==> src/rtl/rv32_exec_mem_skid.sv <==
// rv32_exec_mem_skid: two-entry in-order skid buffer between the exec and mem
// stages. The head entry drives out_* directly from registers, and in_ready is
// decoded from the registered occupancy only.
// Optional feature macro: RV32_EXMEM_FWD_EN enables the head-entry bypass on
// fwd_*. When the macro is undefined, fwd_* are tied to zero.
module rv32_exec_mem_skid (
  input  logic        clk,
  input  logic        resetn,
  input  logic        in_valid,
  output logic        in_ready,
  input  logic [31:0] in_pc,
  input  logic [31:0] in_result,
  input  logic [4:0]  in_rd,
  input  logic        in_wb_en,
  input  logic        flush,
  output logic        out_valid,
  input  logic        out_ready,
  output logic [31:0] out_pc,
  output logic [31:0] out_result,
  output logic [4:0]  out_rd,
  output logic        out_wb_en,
  output logic        fwd_valid,
  output logic [4:0]  fwd_rd,
  output logic [31:0] fwd_data
);

  localparam logic [1:0] CNT_EMPTY = 2'd0;
  localparam logic [1:0] CNT_ONE   = 2'd1;
  localparam logic [1:0] CNT_FULL  = 2'd2;

  // Payload packing: {pc[31:0], result[31:0], rd[4:0], wb_en}
  logic [1:0]  r_cnt;
  logic [69:0] r_head;
  logic [69:0] r_tail;
  logic [69:0] w_in;
  logic        w_push;
  logic        w_pop;

  assign w_in      = {in_pc, in_result, in_rd, in_wb_en};
  assign in_ready  = (r_cnt != CNT_FULL);
  assign out_valid = (r_cnt != CNT_EMPTY);
  assign w_push    = in_valid && in_ready && !flush;
  assign w_pop     = out_valid && out_ready && !flush;

  assign out_pc     = r_head[69:38];
  assign out_result = r_head[37:6];
  assign out_rd     = r_head[5:1];
  assign out_wb_en  = r_head[0];

  // Occupancy and head entry. The head is cleared whenever the buffer empties.
  always_ff @(posedge clk or negedge resetn) begin
    if (!resetn) begin
      r_cnt  <= CNT_EMPTY;
      r_head <= '0;
    end else if (flush) begin
      r_cnt  <= CNT_EMPTY;
      r_head <= '0;
    end else begin
      case (r_cnt)
        CNT_EMPTY: begin
          if (w_push) begin
            r_cnt  <= CNT_ONE;
            r_head <= w_in;
          end
        end
        CNT_ONE: begin
          if (w_push && w_pop) begin
            r_head <= w_in;
          end else if (w_push) begin
            r_cnt <= CNT_FULL;
          end else if (w_pop) begin
            r_cnt  <= CNT_EMPTY;
            r_head <= '0;
          end
        end
        CNT_FULL: begin
          if (w_pop) begin
            r_cnt  <= CNT_ONE;
            r_head <= r_tail;
          end
        end
        default: begin
          r_cnt  <= CNT_EMPTY;
          r_head <= '0;
        end
      endcase
    end
  end

  // Second entry. It is only captured when a push lands behind a stalled head,
  // and it is only read after it has been written, so it needs no reset.
  always_ff @(posedge clk) begin
    if ((r_cnt == CNT_ONE) && w_push && !w_pop) begin
      r_tail <= w_in;
    end
  end

`ifdef RV32_EXMEM_FWD_EN
  assign fwd_valid = out_valid && out_wb_en && (out_rd != 5'd0);
  assign fwd_rd    = out_rd;
  assign fwd_data  = out_result;
`else
  assign fwd_valid = 1'b0;
  assign fwd_rd    = 5'd0;
  assign fwd_data  = 32'd0;
`endif

endmodule

==> config.mk <==
export PLATFORM = sky130hd
export DESIGN_NAME = rv32_exec_mem_skid
export DESIGN_NICKNAME = d
export VERILOG_FILES = /design/src/rtl/rv32_exec_mem_skid.sv
export SDC_FILE = /design/constraint.sdc
export NUM_CORES = 1
export LEC_CHECK = 0
export ABC_AREA = 1
export CAP_MARGIN = 5
export CORE_ASPECT_RATIO = 1.25
export CORE_UTILIZATION = 47
export CTS_CLUSTER_SIZE = 28
export DETAILED_ROUTE_END_ITERATION = 8
export GPL_TIMING_DRIVEN = 0
export PLACE_DENSITY_LB_ADDON = 0.12
export SYNTH_ARGS = -nofsm -noshare
export SYNTH_HDL_FRONTEND = slang
export SYNTH_SLANG_ARGS = --single-unit
==> constraint.sdc <==
create_clock -name clk -period 4.66 [get_ports clk]
set_clock_uncertainty 0.1 [all_clocks]
set_input_delay 1.398 -clock clk [delete_from_list [all_inputs] [get_ports clk]]
set_output_delay 1.398 -clock clk [all_outputs]
set_load 0.005 [all_outputs]
==> results.toml <==
[setup_path]
worst-path-buf-inv = 4
critical_path_arrival_ns = 2.25
worstRegToRegCells = 6
setup.worst_path.start = "r_cnt[1]$_DFFE_PN0P_"
critical_path.reg2reg.endpoint = "r_tail[35]$_DFFE_PP_"
worstSetupStartpointType = "flip-flop"
r2r_start = "r_cnt[1]$_DFFE_PN0P_"
cp_data_required_time_ns = 3.16
critical_path_peak_fanout = 10
cp_slowest_stage_delay_ns = 0.49
crit_path_frequent_cell = "sky130_fd_sc_hd__inv_1"
setup.worst_path.class = "flip-flop to output port"
critical_path_cell_with_the_highest_stage_delay = "sky130_fd_sc_hd__nor2_1"
worstSetupEndpoint = "in_ready"
cp-end-kind = "output port"
timing.critical_path.depth = 5
crit_chain = "inv_1 > nor2_1 > buf_2 > inv_1 > clkdlybuf4s50_1"
critical_path.top_delay_family = "buffers and inverters"
ff2ff_setup_slack_ns = 2.83

[final_layout]
filler_cell_count = 1040
antennaDiodeCount = 0
design.final.nets = 937
final_design_area_no_fill_mm2 = 0.008513
multi_input_comb_area_mm2 = 0.001837
register_area_mm2 = 0.003904
flow.area_growth_from_synthesis_pct = 40.00
post_route_cells_drive_above_1_share_pct = 11.31

[power]
cellPowerDensity_mw_per_mm2 = 405.6
total_leakage_power_uw = 0.004119
peakVddDrop_mv = 0.2291

[place]
post_dp_cell_area_mm2 = 0.007956
port_buffers = 146
routabilityCongestion = 0.7881
place.detailed.hpwl_um = 9502
setup_ws_pre_cts_ns = 1.312

[route]
drt_antenna_net_count = 0
wirelength_um = 13380
average_via_count_per_standard_cell = 4.490
top_layer_used = "met4"
drt_pre_antenna_iters = 5
dr_wl_met3_um = 829
route.vias.total = 4683
drt_iter0_drc = 173
met1_length_um = 5703
wirelength_per_cell_um = 12.82
drt_drc = 0
routed-wl-met2_um = 6636

[clock_network]
tritoncts = "done"
clock_path_buffers = 2
number_of_gates_resized_after_cts = 0
tritoncts.num_buffers = 17
clock-sinks = 142
ctsRootBufferMaster = "sky130_fd_sc_hd__clkbuf_16"
path_clk_slew_ns = 0.06
postCtsSetupBuffers = 0
ctsHoldBuffers = 0
cts.htree.levels = 4
clock_insertion_delay_worst_skew_ns = 0.41

[global_routing]
grt_util_all_layers_pct = 20.79
gr-total-overflow = 0
grt_pass1_wl_um = 21790
vias_in_the_first_global_route = 4583
largest_net_degree_at_the_start_of_global_routing = 42
antenna_found_initial = 0

[timing]
report.final.setup_viol = 0
final_max_slew_viol_count = 0
slew-limit-headroom_pct = 58.58
final_min_period_over_clock_period_pct = 80.40
timing.final.crit_period_ns = 3.747
tightest_slew_ns = 0.6190
achievable-frequency_mhz = 266.9
final.setup.tns_ns = 0
setup_repair_after_global_routing_missed_its_margin = "no"
final_hold_violating_endpoints = 0
setup_ws_ns = 0.9135

[die]
rows = 46
start_util_pct = 48.02
core_area_mm2 = 0.01266
num_io_pins = 185
fp.dieW_um = 103.7
die_height_um = 129.2
design.die.area_mm2 = 0.01340

[synthesis]
yosys.cell_types.count = 18
netlist_area_mm2 = 0.006081
ys_seq_elements = 142
seq_area_frac_synth_pct = 64.20
yosys_warnings = 0
synthesis.instances = 657
syn_area_per_cell_um2 = 9.255

[min_path]
timing.hold.worst.class = "flip-flop to flip-flop"

[run]
drv.max_cap_violation_count = 0

[outcome]
status = "complete, no violations"
-- where the power goes --
part / internal (µW) / switching (µW)
logic: 348 / 340
clock network: 744 / 514
registers: 1440 / 61.6
total: 2540 / 916
-- routing by layer --
metal  track usage, %  vias up
met5                0        -
met4            8.403        0
met3            5.483       20
met2            36.91      153
met1            24.19     2127
li1                 -     2383
-- synthesized netlist by cell type --
cell type,number,area (µm²)
sky130_fd_sc_hd__inv_2,1,3.750
sky130_fd_sc_hd__nor2_1,4,15.01
sky130_fd_sc_hd__nand3_1,2,10.01
sky130_fd_sc_hd__nand4_1,3,18.77
sky130_fd_sc_hd__inv_1,6,22.52
sky130_fd_sc_hd__a31oi_1,1,6.260
sky130_fd_sc_hd__nand3_2,1,10.01
sky130_fd_sc_hd__buf_6,7,78.83
sky130_fd_sc_hd__dfrtp_1,72,1802
sky130_fd_sc_hd__edfxtp_1,70,2102
sky130_fd_sc_hd__nor2_2,1,6.260
sky130_fd_sc_hd__buf_2,14,70.07
sky130_fd_sc_hd__nor2_4,1,11.26
sky130_fd_sc_hd__o21ai_0,2,10.01
sky130_fd_sc_hd__clkbuf_1,7,26.28
sky130_fd_sc_hd__conb_1,1,3.750
sky130_fd_sc_hd__nand2_1,426,1599
sky130_fd_sc_hd__buf_4,38,285.3
-- state kept, by name (all words and copies together) (netlist names) --
name	cells
r_cnt	2
r_head	70
r_tail	70
-- worst reg2reg max path: stages (launching register included) --
cell and delay (ns):
sky130_fd_sc_hd__dfrtp_1 0.42, sky130_fd_sc_hd__inv_1 0.13, sky130_fd_sc_hd__nand2_1 0.11, sky130_fd_sc_hd__nand2_1 0.09, sky130_fd_sc_hd__inv_1 0.08, sky130_fd_sc_hd__nor2_4 0.31
sky130_fd_sc_hd__buf_12 0.27
-- worst min path at each step --
stage / slack [ns] / startpoint / cells after the start / endpoint
floorplan: 0.37 / r_head[0]$_DFFE_PN0P_ / 2 / r_head[0]$_DFFE_PN0P_
global placement: 0.36 / r_head[10]$_DFFE_PN0P_ / 2 / r_head[10]$_DFFE_PN0P_
detailed placement: 0.36 / r_head[10]$_DFFE_PN0P_ / 2 / r_head[10]$_DFFE_PN0P_
CTS: 0.38 / r_head[34]$_DFFE_PN0P_ / 2 / r_head[34]$_DFFE_PN0P_
global route: 0.40 / r_head[21]$_DFFE_PN0P_ / 2 / r_head[21]$_DFFE_PN0P_
finish: 0.37 / r_head[62]$_DFFE_PN0P_ / 2 / r_head[62]$_DFFE_PN0P_
-- layout by cell type (no fill, tap or decap), types with 2 or more instances in the layout --
master                            synthesis  routed
sky130_fd_sc_hd__conb_1                   1      38
sky130_fd_sc_hd__clkbuf_16                0      17
sky130_fd_sc_hd__edfxtp_1                70      70
sky130_fd_sc_hd__o21ai_0                  2       2
sky130_fd_sc_hd__buf_4                   38      39
sky130_fd_sc_hd__inv_6                    0       2
sky130_fd_sc_hd__buf_6                    7       7
sky130_fd_sc_hd__nor2_1                   4       3
sky130_fd_sc_hd__nand3_1                  2       2
sky130_fd_sc_hd__nor2_4                   1       2
sky130_fd_sc_hd__nand2_1                426     426
sky130_fd_sc_hd__clkinv_2                 0       4
sky130_fd_sc_hd__clkdlybuf4s50_1          0     145
sky130_fd_sc_hd__buf_12                   0       3
sky130_fd_sc_hd__clkbuf_1                 7       7
sky130_fd_sc_hd__inv_1                    6       6
sky130_fd_sc_hd__dfrtp_1                 72      72
sky130_fd_sc_hd__nand4_1                  3       3
sky130_fd_sc_hd__buf_2                   14      14
sky130_fd_sc_hd__clkinvlp_4               0       5
-- area by class of cell --
class / instances / area share [%]
plain buffers: 66 / 5.409
well taps: 168 / 2.469
inverters: 7 / 0.3086
multi-input cells: 479 / 21.58
flip-flops and latches: 142 / 45.86
repair buffers: 149 / 17.84
clock inverters: 14 / 1.382
clock buffers: 18 / 5.159
-- cells by family (layout without fill, tap and decap cells) --
logic type	Yosys count	after routing	share of synthesized area, %
AO/OA/AOI/OAI	3	3	0.2676
flip-flops	142	142	64.20
other	1	38	0.06167
buffers and inverters	73	254	8.004
AND/OR/NAND/NOR	438	438	27.47
-- through the flow --
step / cells / hold WS, ns / power (µW) / util [%]
floorplan: 694 / 0.3724 / 1845 / -
global placement: 1008 / 0.3632 / 2197 / 62.34
detailed placement: 1011 / 0.3638 / 2219 / 62.84
CTS: 1043 / 0.3806 / 3479 / 67.23
global route: 1043 / 0.3974 / 3621 / 67.23
finish: 1043 / 0.3747 / 3453 / 67.23
Power figures use the tool's default switching activity.
